### src/rtl/nnrv_mem_arb.sv
// Single-port RAM front-end that arbitrates instruction-fetch and data-memory requesters,
// with configurable read latency, byte-lane writes and out-of-range detection.
module nnrv_mem_arb #(
   parameter int unsigned XLEN       = 32,
   parameter int unsigned ADDR_WIDTH = 8,
   parameter int unsigned RD_LATENCY = 1,
   parameter int unsigned MAX_DM_RUN = 4
) (
   input  logic                  i_clk,
   input  logic                  i_rst,
   input  logic                  i_if_req,
   input  logic [XLEN-1:0]       i_if_addr,
   output logic                  o_if_gnt,
   output logic                  o_if_rvalid,
   output logic [XLEN-1:0]       o_if_rdata,
   output logic                  o_if_err,
   input  logic                  i_dm_req,
   input  logic                  i_dm_we,
   input  logic [XLEN-1:0]       i_dm_addr,
   input  logic [XLEN/8-1:0]     i_dm_mask,
   input  logic [XLEN-1:0]       i_dm_wdata,
   output logic                  o_dm_gnt,
   output logic                  o_dm_rvalid,
   output logic [XLEN-1:0]       o_dm_rdata,
   output logic                  o_dm_err,
   output logic                  o_ram_en,
   output logic                  o_ram_we,
   output logic [ADDR_WIDTH-1:0] o_ram_addr,
   output logic [XLEN/8-1:0]     o_ram_mask,
   output logic [XLEN-1:0]       o_ram_wdata,
   input  logic [XLEN-1:0]       i_ram_rdata
);

   localparam int unsigned MW = XLEN / 8;

   typedef enum logic [1:0] {StIdle, StIssue, StWait, StResp} state_e;

   state_e                state_q, state_d;
   logic [3:0]            dm_run_q, dm_run_d;
   logic [2:0]            wait_q, wait_d;
   logic                  port_dm_q, port_dm_d;
   logic                  ram_en_q, ram_en_d;
   logic                  ram_we_q, ram_we_d;
   logic [ADDR_WIDTH-1:0] ram_addr_q, ram_addr_d;
   logic [MW-1:0]         ram_mask_q, ram_mask_d;
   logic [XLEN-1:0]       ram_wdata_q, ram_wdata_d;
   logic                  if_rvalid_q, if_rvalid_d;
   logic                  if_err_q, if_err_d;
   logic [XLEN-1:0]       if_rdata_q, if_rdata_d;
   logic                  dm_rvalid_q, dm_rvalid_d;
   logic                  dm_err_q, dm_err_d;
   logic [XLEN-1:0]       dm_rdata_q, dm_rdata_d;

   logic            arb_ok, run_full, if_gnt, dm_gnt, sel_oor;
   logic [XLEN-1:0] sel_addr;

   // RESP behaves like IDLE so a new access can be granted in the rvalid cycle.
   assign arb_ok   = i_rst && (state_q == StIdle || state_q == StResp);
   assign run_full = (dm_run_q == 4'(MAX_DM_RUN));
   assign if_gnt   = arb_ok && i_if_req && (!i_dm_req || run_full);
   assign dm_gnt   = arb_ok && i_dm_req && !if_gnt;
   assign sel_addr = dm_gnt ? i_dm_addr : i_if_addr;
   assign sel_oor  = |sel_addr[XLEN-1:ADDR_WIDTH+2];

   always_comb begin
      state_d     = state_q;
      wait_d      = wait_q;
      port_dm_d   = port_dm_q;
      ram_en_d    = 1'b0;
      ram_we_d    = 1'b0;
      ram_addr_d  = '0;
      ram_mask_d  = '0;
      ram_wdata_d = '0;
      if_rvalid_d = 1'b0;
      if_err_d    = 1'b0;
      if_rdata_d  = if_rdata_q;
      dm_rvalid_d = 1'b0;
      dm_err_d    = 1'b0;
      dm_rdata_d  = dm_rdata_q;

      if (!i_if_req || if_gnt) begin
         dm_run_d = '0;
      end else if (dm_gnt && !run_full) begin
         dm_run_d = dm_run_q + 4'd1;
      end else begin
         dm_run_d = dm_run_q;
      end

      case (state_q)
         StIssue: begin
            wait_d = '0;
            if (ram_we_q) begin
               state_d     = StResp;
               dm_rvalid_d = 1'b1;
               dm_rdata_d  = '0;
            end else begin
               state_d = StWait;
            end
         end
         StWait: begin
            if (wait_q == 3'(RD_LATENCY - 1)) begin
               state_d = StResp;
               if (port_dm_q) begin
                  dm_rvalid_d = 1'b1;
                  dm_rdata_d  = i_ram_rdata;
               end else begin
                  if_rvalid_d = 1'b1;
                  if_rdata_d  = i_ram_rdata;
               end
            end else begin
               wait_d = wait_q + 3'd1;
            end
         end
         default: begin
            state_d = StIdle;
            if (if_gnt || dm_gnt) begin
               port_dm_d = dm_gnt;
               if (sel_oor) begin
                  // Out-of-range: answer with an error without touching the RAM.
                  state_d = StResp;
                  if (dm_gnt) begin
                     dm_rvalid_d = 1'b1;
                     dm_err_d    = 1'b1;
                     dm_rdata_d  = '0;
                  end else begin
                     if_rvalid_d = 1'b1;
                     if_err_d    = 1'b1;
                     if_rdata_d  = '0;
                  end
               end else begin
                  state_d     = StIssue;
                  ram_en_d    = 1'b1;
                  ram_we_d    = dm_gnt && i_dm_we;
                  ram_addr_d  = sel_addr[ADDR_WIDTH+1:2];
                  ram_mask_d  = ram_we_d ? i_dm_mask : '1;
                  ram_wdata_d = ram_we_d ? i_dm_wdata : '0;
               end
            end
         end
      endcase
   end

   always_ff @(posedge i_clk or negedge i_rst) begin
      if (!i_rst) begin
         state_q     <= StIdle;
         dm_run_q    <= '0;
         wait_q      <= '0;
         port_dm_q   <= 1'b0;
         ram_en_q    <= 1'b0;
         ram_we_q    <= 1'b0;
         ram_addr_q  <= '0;
         ram_mask_q  <= '0;
         ram_wdata_q <= '0;
         if_rvalid_q <= 1'b0;
         if_err_q    <= 1'b0;
         if_rdata_q  <= '0;
         dm_rvalid_q <= 1'b0;
         dm_err_q    <= 1'b0;
         dm_rdata_q  <= '0;
      end else begin
         state_q     <= state_d;
         dm_run_q    <= dm_run_d;
         wait_q      <= wait_d;
         port_dm_q   <= port_dm_d;
         ram_en_q    <= ram_en_d;
         ram_we_q    <= ram_we_d;
         ram_addr_q  <= ram_addr_d;
         ram_mask_q  <= ram_mask_d;
         ram_wdata_q <= ram_wdata_d;
         if_rvalid_q <= if_rvalid_d;
         if_err_q    <= if_err_d;
         if_rdata_q  <= if_rdata_d;
         dm_rvalid_q <= dm_rvalid_d;
         dm_err_q    <= dm_err_d;
         dm_rdata_q  <= dm_rdata_d;
      end
   end

   assign o_if_gnt    = if_gnt;
   assign o_dm_gnt    = dm_gnt;
   assign o_if_rvalid = if_rvalid_q;
   assign o_if_err    = if_err_q;
   assign o_if_rdata  = if_rdata_q;
   assign o_dm_rvalid = dm_rvalid_q;
   assign o_dm_err    = dm_err_q;
   assign o_dm_rdata  = dm_rdata_q;
   assign o_ram_en    = ram_en_q;
   assign o_ram_we    = ram_we_q;
   assign o_ram_addr  = ram_addr_q;
   assign o_ram_mask  = ram_mask_q;
   assign o_ram_wdata = ram_wdata_q;

endmodule

### config.mk
export PLATFORM = sky130hd
export DESIGN_NAME = nnrv_mem_arb
export DESIGN_NICKNAME = d
export VERILOG_FILES = /design/src/rtl/nnrv_mem_arb.sv
export SDC_FILE = /design/constraint.sdc
export NUM_CORES = 1
export LEC_CHECK = 0
export ABC_AREA = 1
export ABC_CLOCK_PERIOD_IN_PS = 3100
export CAP_MARGIN = 20
export CELL_PAD_IN_SITES_DETAIL_PLACEMENT = 1
export CELL_PAD_IN_SITES_GLOBAL_PLACEMENT = 1
export CORE_ASPECT_RATIO = 1.75
export CORE_MARGIN = 3
export CORE_UTILIZATION = 32
export CTS_CLUSTER_SIZE = 16
export DETAILED_ROUTE_END_ITERATION = 7
export PLACE_DENSITY = 0.87
export SYNTH_ARGS = -nofsm -noshare
export SYNTH_HDL_FRONTEND = slang
export SYNTH_SLANG_ARGS = --single-unit
export TNS_END_PERCENT = 10
### constraint.sdc
create_clock -name i_clk -period 3.1 [get_ports i_clk]
set_input_delay 0.31 -clock i_clk [delete_from_list [all_inputs] [get_ports i_clk]]
set_output_delay 0.31 -clock i_clk [all_outputs]
set_load 0.1 [all_outputs]
==> flow_metrics.env <==
export IMPL_synth_async_reset_ratio=1.000
export IMPL_port_buffers=248
export IMPL_overflow=0
export IMPL_cts_tree="done"
export IMPL_netlist_area_leader_share=0.5788
export IMPL_synth_cells=572
export IMPL_cts_hold_fix_buffers=0
export IMPL_die_area_mm2=0.01840
export IMPL_ir_drop_uv=455.5
export IMPL_synth_warnings=0
export IMPL_path_buf_inv=4
export IMPL_ctsResizeCount=0
export IMPL_critPathLaunchType="flip-flop"
export IMPL_hold_slack_ns=0.09505
export IMPL_clock_sinks=124
export IMPL_h_tree_depth=4
export IMPL_synth_cell_types=31
export IMPL_synth_net_count=715
export IMPL_hpwl_um=13580
export IMPL_worstMarginPinSlew_ns=1.031
export IMPL_drive_gt1_frac=0.1285
export IMPL_synth_seq_area_share=0.5788
export IMPL_ys_ff_latch=124
export IMPL_hold_violations=0
export IMPL_finalPower_w=0.009614
export IMPL_drc=0
export IMPL_route_vias_total=4759
export IMPL_synth_most_common_cell="nand2_1"
export IMPL_syn_cell_area_mm2=0.005361
export IMPL_timing_fmax_mhz=402.6
export IMPL_reg2reg_depth=12
export IMPL_clk_path_buf_depth=2
export IMPL_path_depth=12
export IMPL_num_rows=62
export IMPL_wire_per_inst_um=16.93
export IMPL_antenna_found_initial=0
export IMPL_crit_type="flip-flop to flip-flop"
export IMPL_p_leak_nw=4.047
export IMPL_r2r_start="state_q[0]$_DFFE_PN0N_"
export IMPL_clk_pin_slew_ns=0.06
export IMPL_skew_ns=0.008908
export IMPL_internal_power_w=0.004493
export IMPL_syn2layout_area_growth_pct=60.07
export IMPL_slew_viol_final=0
export IMPL_grt_usage=0.1939
export IMPL_critical_path_top_delay_family="buffers and inverters"
export IMPL_power_frac_seq=0.232
export IMPL_max_stage_delay_ns=0.35
export IMPL_nets=963
export IMPL_firstDrtPassIters=4
export IMPL_cp_startpoint="state_q[0]$_DFFE_PN0N_"
export IMPL_period_minus_slack_ns=2.484
export IMPL_synthTopCellsByCount="nand2_1 (168), dfrtp_1 (124), inv_1 (55), nor2_1 (47), nand3_1 (37)"
export IMPL_grt_pass1_wl_um=27590
export IMPL_chipWidth_um=103.8
export IMPL_cellPowerDensity_mw_per_mm2=1120
export IMPL_hp_class="input port to async pin"
export IMPL_routed_wl_um=17900
export IMPL_clk_latency_ns=0.41
export IMPL_crit_slowest_cell="dfrtp_1"
export IMPL_tns_ns=0
export IMPL_core_area_mm2=0.01645
export IMPL_synth_top_area_cell="dfrtp_1"
export IMPL_cts_root_buf="clkbuf_16"
export IMPL_grt_max_degree=67
export IMPL_avgSynthCellArea_um2=9.373
export IMPL_crit_top_cell="nand2_2"
export IMPL_drv_cap=0
export IMPL_worstPathMaxFanout=24
export IMPL_via_per_inst=4.502
export IMPL_p_comb_frac=0.553
export IMPL_ys_flop_type="dfrtp_1"
export IMPL_antenna_cells=0
export IMPL_post_cts_buffers=0
export IMPL_gp_congestion=0.7820
export IMPL_status="finished, final reports clean"
export IMPL_swShare=0.5327
export IMPL_slew_headroom=0.3105
export IMPL_die_h_um=177.2
export IMPL_grt_pass1_vias=5253
export IMPL_cts_made_buffers=17
export IMPL_end_kind="flip-flop"
export IMPL_yosys_top_cells_area="dfrtp_1 (58%), nand2_1 (12%), nor2_4 (6.3%), inv_1 (3.9%), nand3_1 (3.5%)"
export IMPL_first_iter_violations=107
export IMPL_crit_arrival_ns=2.78
export IMPL_start_util=0.3260
export IMPL_p_sw_w=0.005121
export IMPL_ioPinCount=253
export IMPL_worstPathCellList="inv_1 -> ha_2 -> nand2_2 -> nor2_2 -> nand2_2 -> inv_2 -> nand2_2 -> nand2_2 -> nor2_8 -> inv_4 -> buf_12 -> nor2_1"
export IMPL_synth_edf_count=0
export IMPL_setup_violations=0
export IMPL_post_route_period_util=0.8012
export IMPL_p_clk_frac=0.215
export IMPL_rsz0062_at_grt="false"
export IMPL_ant_nets=0
export IMPL_cp_required_ns=3.39
export IMPL_final_util=0.5218
==> flip-flops by register name (all words and copies together) (netlist names) <==
signal / cells
o_ram_en: 1
dm_run_q: 4
wait_q: 3
o_ram_mask: 4
o_if_rdata: 32
o_dm_rdata: 32
o_dm_rvalid: 1
o_ram_we: 1
o_if_rvalid: 1
o_ram_addr: 8
o_ram_wdata: 32
state_q: 2
o_if_err: 1
o_dm_err: 1
port_dm_q: 1
==> power groups by stage <==
| stage | Clock, W | Sequential (W) | Combinational (W) |
|---|---|---|---|
| 6_report | 0.00207 | 0.00223 | 0.00532 |
| 5_1_grt | 0.00218 | 0.00228 | 0.00562 |
| 4_1_cts | 0.00211 | 0.00224 | 0.00539 |
| 3_5_place_dp | 0 | 0.00226 | 0.00537 |
| 3_3_place_gp | 0 | 0.00223 | 0.00528 |
| 2_1_floorplan | 0 | 0.00477 | 0.00146 |
==> per-layer routing <==
metal / wire length (um) / track usage / vias up / share of wire
li1: - / - / 2270 / -
met1: 5843 / 0.1793 / 2297 / 0.33
met2: 10720 / 0.3952 / 171 / 0.60
met3: 950 / 0.05111 / 21 / 0.053
met4: 383 / 0.07321 / 0 / 0.021
met5: 0 / 0 / - / 0
==> cells by family after synthesis <==
group | count (synthesis) | synth area share
adders and majority gates | 6 | 0.01400
DFF | 124 | 0.5788
buffers and inverters | 84 | 0.07748
AOI/OAI and AO/OA | 58 | 0.05671
and+or+nand+nor | 300 | 0.2730
==> path summary, 6_finish.rpt <==
check	end	slack, ns
max	o_ram_wdata[31]$_DFF_PN0_	0.62
min	o_if_rdata[3]$_DFFE_PN0P_	0.1
max reg2reg	o_ram_wdata[31]$_DFF_PN0_	0.62
min reg2reg	o_if_rdata[15]$_DFFE_PN0P_	0.47
max in group asynchronous	o_if_rdata[30]$_DFFE_PN0P_	1.66
min in group i_clk	dm_run_q[0]$_DFFE_PN0P_	0.38
==> area by class of cell <==
cell class                      instances  area (um2)
Clock inverter                         14       180.2
Sequential cell                       124        3103
Clock buffer                           18       429.2
Inverter                               59       224.0
Fill cell                            1890        7864
Tap cell                              224       280.3
Timing Repair Buffer                  254        2520
Multi-Input combinational cell        364        1846
==> placed cells by master (no fill, tap or decap), drive strengths merged, types with 2 or more instances in the layout <==
cell type and count:
a21oi 16, buf 29, bufinv 3, clkbuf 18, clkdlybuf4s50 225, clkinv 3, clkinvlp 2, dfrtp 124
ha 6, inv 65, nand2 175, nand3 38, nand4 2, nor2 81, o21ai 36, o22ai 2
or2 2
==> metrics by stage <==
step / setup slack (ns) / instance area (um2) / std cells
floorplan: 1.237 / 5361 / 572
global placement: 0.5368 / 7973 / 1025
detailed placement: 0.4781 / 7973 / 1025
CTS: 0.5837 / 8582 / 1057
global route: 0.4720 / 8582 / 1057
finish: 0.6162 / 8582 / 1057
Note: power is estimated with default switching activity, not from simulation.
==> edit 1: new RTL, config.mk and constraints unchanged <==
The 4 states of `state_e` get a one-hot encoding in 4 bits.
--- a/src/rtl/nnrv_mem_arb.sv
+++ b/src/rtl/nnrv_mem_arb.sv
@@ -34,5 +34,5 @@
    localparam int unsigned MW = XLEN / 8;
 
-   typedef enum logic [1:0] {StIdle, StIssue, StWait, StResp} state_e;
+   typedef enum logic [3:0] {StIdle = 4'b0001, StIssue = 4'b0010, StWait = 4'b0100, StResp = 4'b1000} state_e;
 
    state_e                state_q, state_d;
Formal check against the unedited RTL: no difference found for any inputs over 4 cycles, from zero or initial values and one cycle with i_rst low; so few cycles prove little.
==> edit 1 against the unedited design <==
  * Non-clock buffer count grew 1
  * Setup slack lost 63 ps
  * Wire length grew 2.1%
  * Synthesized cell count grew 15%
  * Cell count grew 8.1%
  * Maximum frequency shrank 2.5%
  * Sequential share of layout area grew 0.070 points
  * Worst hold slack gained 22 ps
  * Final area grew 1.5%
  * Synthesized area grew 3.8%
  * Sequential cell count grew 2
  * Critical endpoint is now o_if_rdata[30]$_DFFE_PN0P_
Power is not compared: it rests on default switching activity, and its combinational part moved more than twofold at a synthesized area within 25%.
==> edit 1: results (changes against the unedited design) <==
Run status
  – Status: complete, no violations (unchanged)

Clock tree
  – Clock Tree Buf Depth: 2 (unchanged)
  – Post-cts resize count: 0 (unchanged)
  – # Post-CTS Setup Buffers: 0 (unchanged)
  – CTS H-tree lvls: 4 (unchanged)
  – CTS Buf Count: 17 (unchanged)
  – Clk_lat worst skew: 420 ps
  – Clk slew on worst S/H paths: 60 ps (about the same)
  – CTS root buffer: clkbuf_16 (unchanged)

Place
  – Post-place instance area: 8150 sq um (was 7970 sq um)
  – I/O Buffers: 248 (unchanged)
  – Final estimated routing congestion in global placement: 0.802 (was 0.782)
  – Hpwl dp: 13.6 mm (about the same)

Setup path
  – Crit-path max FO: 34 (was 24)
  – Worst EP arrival: 2850 ps (was 2780 ps)
  – Worst R2R Setup Slack: 550 ps (was 620 ps)
  – Crit path launch: state_q[0]$_DFFE_PN1N_ (was state_q[0]$_DFFE_PN0N_)

Logic synthesis
  – Post-Syn Nets: 797 (was 715)
  – Post-Syn Area per Cell: 8.49 sq um (was 9.37 sq um)
  – Distinct cells, synth: 26 (was 31)
  – Share of the yosys chip area belonging to registers: 56.7% (was 57.9%)
  – Post-synth top cells: 177 x nand2_1, 125 x dfrtp_1, 103 x nor2_1 (was 168 x nand2_1, 124 x dfrtp_1, 55 x inv_1)
  – Synth Flop Type: dfrtp_1 (unchanged)
  – Asr flop ratio synth: 100% (unchanged)
  – Largest cells by area after synthesis: dfrtp_1 56%, nand2_1 12%, nor2_1 6.9%, nand3_1 6.4%, inv_1 6.1% (was dfrtp_1 58%, nand2_1 12%, nor2_4 6.3%, inv_1 3.9%, nand3_1 3.5%)
  – Warnings from Yosys: 0 (unchanged)

GRT
  – Largest net degree at the start of global routing: 67 (unchanged)
  – Global Route Usage Sum: 19.9% (was 19.4%)
  – Overflow left after global routing: 0 (unchanged)
  – First-pass GRT wire length: 29.9 mm (was 27.6 mm)
  – Initial antenna violation count: 0 (unchanged)
  – Vias in the first global route: 5,744 (was 5,253)

Drt
  – Wire per inst: 16.0 microns (was 16.9 microns)
  – Detailed Routing Iterations Pass 1: 4 (unchanged)
  – 1st-iter DRT viols: 117 (was 107)
  – Vias post-DR: 5,150 (was 4,759)

Power and ir drop
  – Internal Pwr Total: 2.95 mW
  – VDD IR max: 294 uV
  – Seq pwr share: 41.0%
  – Leak: 4.55 nW

Min path
  – HP Class: primary input to asynchronous set/reset pin (unchanged)

Layout
  – Antenna cells: 0 (unchanged)
  – Layout Cells excl Fill: 1,143 (was 1,057)
  – Share of layout cells above drive strength 1: 11.4% (was 12.8%)
  – Filler cells: 2,024 (was 1,890)
  – Total Nets Final: 1,044 (was 963)

STA
  – Worst clock skew: 15.2 ps (was 8.91 ps)
  – Hold slack: 117 ps (was 95.0 ps)
  – Slew at the pin with the worst max-slew slack: 1030 ps (about the same)
-- edit 1: cell count changes in the layout (fill, tap and decap cells not counted), sizes merged, moves of 5 or more --
| cell | change |
|---|---|
| a21oi | -13 |
| inv | +38 |
| nand3 | +38 |
| nand2 | +11 |
| o21ai | -27 |
| clkinv | +5 |
| nor2 | +38 |
-- edit 1: worst paths after layout --
check / end / depth (start not counted)
hold / removal: o_if_rdata[4]$_DFFE_PN0P_ / 2
setup reg to reg: o_if_rdata[30]$_DFFE_PN0P_ / 13
setup / recovery: o_if_rdata[30]$_DFFE_PN0P_ / 13
max in group asynchronous: o_dm_rdata[29]$_DFFE_PN0P_ / 3
hold reg to reg: o_dm_rdata[23]$_DFFE_PN0P_ / 2
min in group i_clk: o_ram_wdata[0]$_DFF_PN0_ / 3
-- edit 1: cells by family after synthesis --
family          Yosys count  synth area share (%)
compound gates           12                  1.08
fa+ha+maj                 4                 0.899
buf+inv                 124                  10.1
flops                   126                  56.7
simple gates            390                  31.2
-- edit 1: layer usage --
metal	GRT usage (%)	wire length, microns
met5	0	0
met3	4.73	835
met1	19.8	6370
met4	8.20	709
met2	38.6	10400
-- edit 1: area by class of cell --
class / count / area share (%)
clock buffers: 17 / 4.89
clock inverters: 15 / 1.49
inverters: 97 / 4.21
multi-input cells: 406 / 21.2
flip-flops and latches: 126 / 36.2
well taps: 227 / 3.26
repair buffers: 255 / 28.7
-- edit 1: power groups by stage --
| stage | clock network, mW | registers (mW) | logic [mW] |
|---|---|---|---|
| 5_1_grt | 2.01 | 1.70 | 0.604 |
| 3_5_place_dp | 0 | 1.72 | 0.563 |
| 6_report | 1.88 | 1.69 | 0.555 |
| 4_1_cts | 1.93 | 1.69 | 0.566 |
| 2_1_floorplan | 0 | 1.82 | 0.181 |
| 3_3_place_gp | 0 | 1.72 | 0.549 |
-- edit 1: stage by stage --
step / total power, mW / worst slack (ps) / util [%]
after global placement: 2.27 / 559 / 47.9
after floorplan: 2.00 / 1040 / -
final: 4.13 / 553 / 51.1
after global routing: 4.31 / 313 / 51.1
after CTS: 4.18 / 471 / 51.1
after detailed placement: 2.28 / 472 / 47.9
-- edit 1: worst max-delay path: stages, from the launching register on --
cell	delay, ps
dfstp_2	560
inv_2	40
nand2_2	100
nand2_2	80
nor2_4	130
nand3_2	230
nand2_1	130
nand2_1	70
inv_2	90
nand2_4	70
nand2_4	330
nand2_4	350
nand2_1	170
nand2_1	70
==> edit 2: new RTL, same settings <==
Without the edit above. The parameter `XLEN` goes from 32 to 64.
--- a/src/rtl/nnrv_mem_arb.sv
+++ b/src/rtl/nnrv_mem_arb.sv
@@ -2,5 +2,5 @@
 // with configurable read latency, byte-lane writes and out-of-range detection.
 module nnrv_mem_arb #(
-   parameter int unsigned XLEN       = 32,
+   parameter int unsigned XLEN       = 64,
    parameter int unsigned ADDR_WIDTH = 8,
    parameter int unsigned RD_LATENCY = 1,
Ports: changed (9 resized); port bits go from 253 to 485. No check against the original RTL was run, so the function may have changed too.
==> edit 2 against the unedited design <==
  * Setup slack lost 100 ps
  * Sequential cell count grew 100
  * Die area grew 72%
  * Synthesized area grew 76%
  * Wire length grew 120%
  * Sequential power grew 80%
  * Final area grew 79%
  * Clock power grew 51%
  * Combinational power grew 92%
  * Power grew 80%
==> edit 2: results (changes against the unedited design) <==
Layout
  – Share of layout cells above drive strength 1: 9.26% (was 12.8%)
  – Total Nets Final: 1,899 (was 963)
  – Fin util: 53.2% (was 52.2%)
  – Invs w/o clock: 154 (was 59)
  – Sequential Area: 5610 sq um (was 3100 sq um)
  – Clock network area share: 5.54% (was 7.10%)
  – Non-CTS buffers: 500 (was 254)
  – Non-clk buf share: 31.4% (was 29.4%)
  – Multi-input combinational area share: 19.6% (was 21.5%)

GRT
  – Vias in the first global route: 10,600 (was 5,253)
  – Routing usage on met1: 24.7% (was 17.9%)
  – Global Route Usage Sum: 24.3% (was 19.4%)
  – Met3 Usage GRT: 6.16% (was 5.11%)
  – Largest net degree at the start of global routing: 77 (was 67)
  – Initial antenna violation count: 1 (was 0)
  – Met2 usage: 46.0% (was 39.5%)

Setup path
  – Reg2reg path depth: 15 (was 12)
  – CP max-delay cell: ha_2 (was dfrtp_1)
  – Worst Setup EP: o_dm_rdata[34]$_DFFE_PN0P_ (was o_ram_wdata[31]$_DFF_PN0_)
  – Top delay family on crit path: simple AND/OR/NAND/NOR gates (was buffers and inverters)

Drt
  – Wire per inst: 19.5 microns (was 16.9 microns)
  – Drt total wl: 39.4 mm (was 17.9 mm)
  – Met1 wire length: 13.4 mm (was 5.84 mm)
  – Routed vias/inst: 4.65 (was 4.50)
  – Detailed Routing Iterations Pass 1: 5 (was 4)

STA
  – Slew at the pin with the worst max-slew slack: 1070 ps (was 1030 ps)
  – Worst clock skew: 24.0 ps (was 8.91 ps)

Clock tree
  – Clk_lat worst skew: 530 ps (was 410 ps)
  – # hold bufs at CTS: 1 (was 0)
  – CTS H-tree lvls: 1 (was 4)
  – Clock Tree Buf Depth: 3 (was 2)

Logic synthesis
  – Compound-Gate Fraction of Synth Area: 1.91% (was 5.67%)
  – Post-Syn Instances: 1,148 (was 572)
  – Largest cells by area after synthesis: dfrtp_1 59%, nand2_1 18%, nor2_1 6.2%, inv_1 6.1%, nand3_1 3.7% (was dfrtp_1 58%, nand2_1 12%, nor2_4 6.3%, inv_1 3.9%, nand3_1 3.5%)
  – Distinct cells, synth: 33 (was 31)

Place
  – Post-place instance area: 14,500 sq um (was 7970 sq um)
  – Place WS: 526 ps (was 478 ps)

Run status
  – Status: complete, no violations (unchanged)

Power and ir drop
  – Leak: 8.19 nW (was 4.05 nW)
-- edit 2: cell types whose count changed after synthesis, sizes merged, moves of 2 or more --
cell and change:
dfrtp +100, inv +95, nor2 +76, a21oi -4, buf +21, clkbuf +3
a21boi +2, nand3 +31, o21ai -28, a31oi +2, nand4 +3, nand2 +274
-- edit 2: report_power, final --
group	leakage, nW	internal (mW)	switching (mW)	total [mW]
clock	0.421	1.90	1.21	3.12
sequential	2.98	3.64	0.371	4.01
combinational	4.78	2.21	7.99	10.2
-- edit 2: how the worst min path moves through the flow --
stage / cells after the start / endpoint
floorplan: 0 / dm_run_q[0]$_DFFE_PN0P_
global placement: 1 / o_if_rdata[29]$_DFFE_PN0P_
detailed placement: 1 / o_if_rdata[29]$_DFFE_PN0P_
CTS: 2 / o_if_rdata[24]$_DFFE_PN0P_
global route: 2 / o_dm_rdata[29]$_DFFE_PN0P_
finish: 2 / o_if_rdata[29]$_DFFE_PN0P_
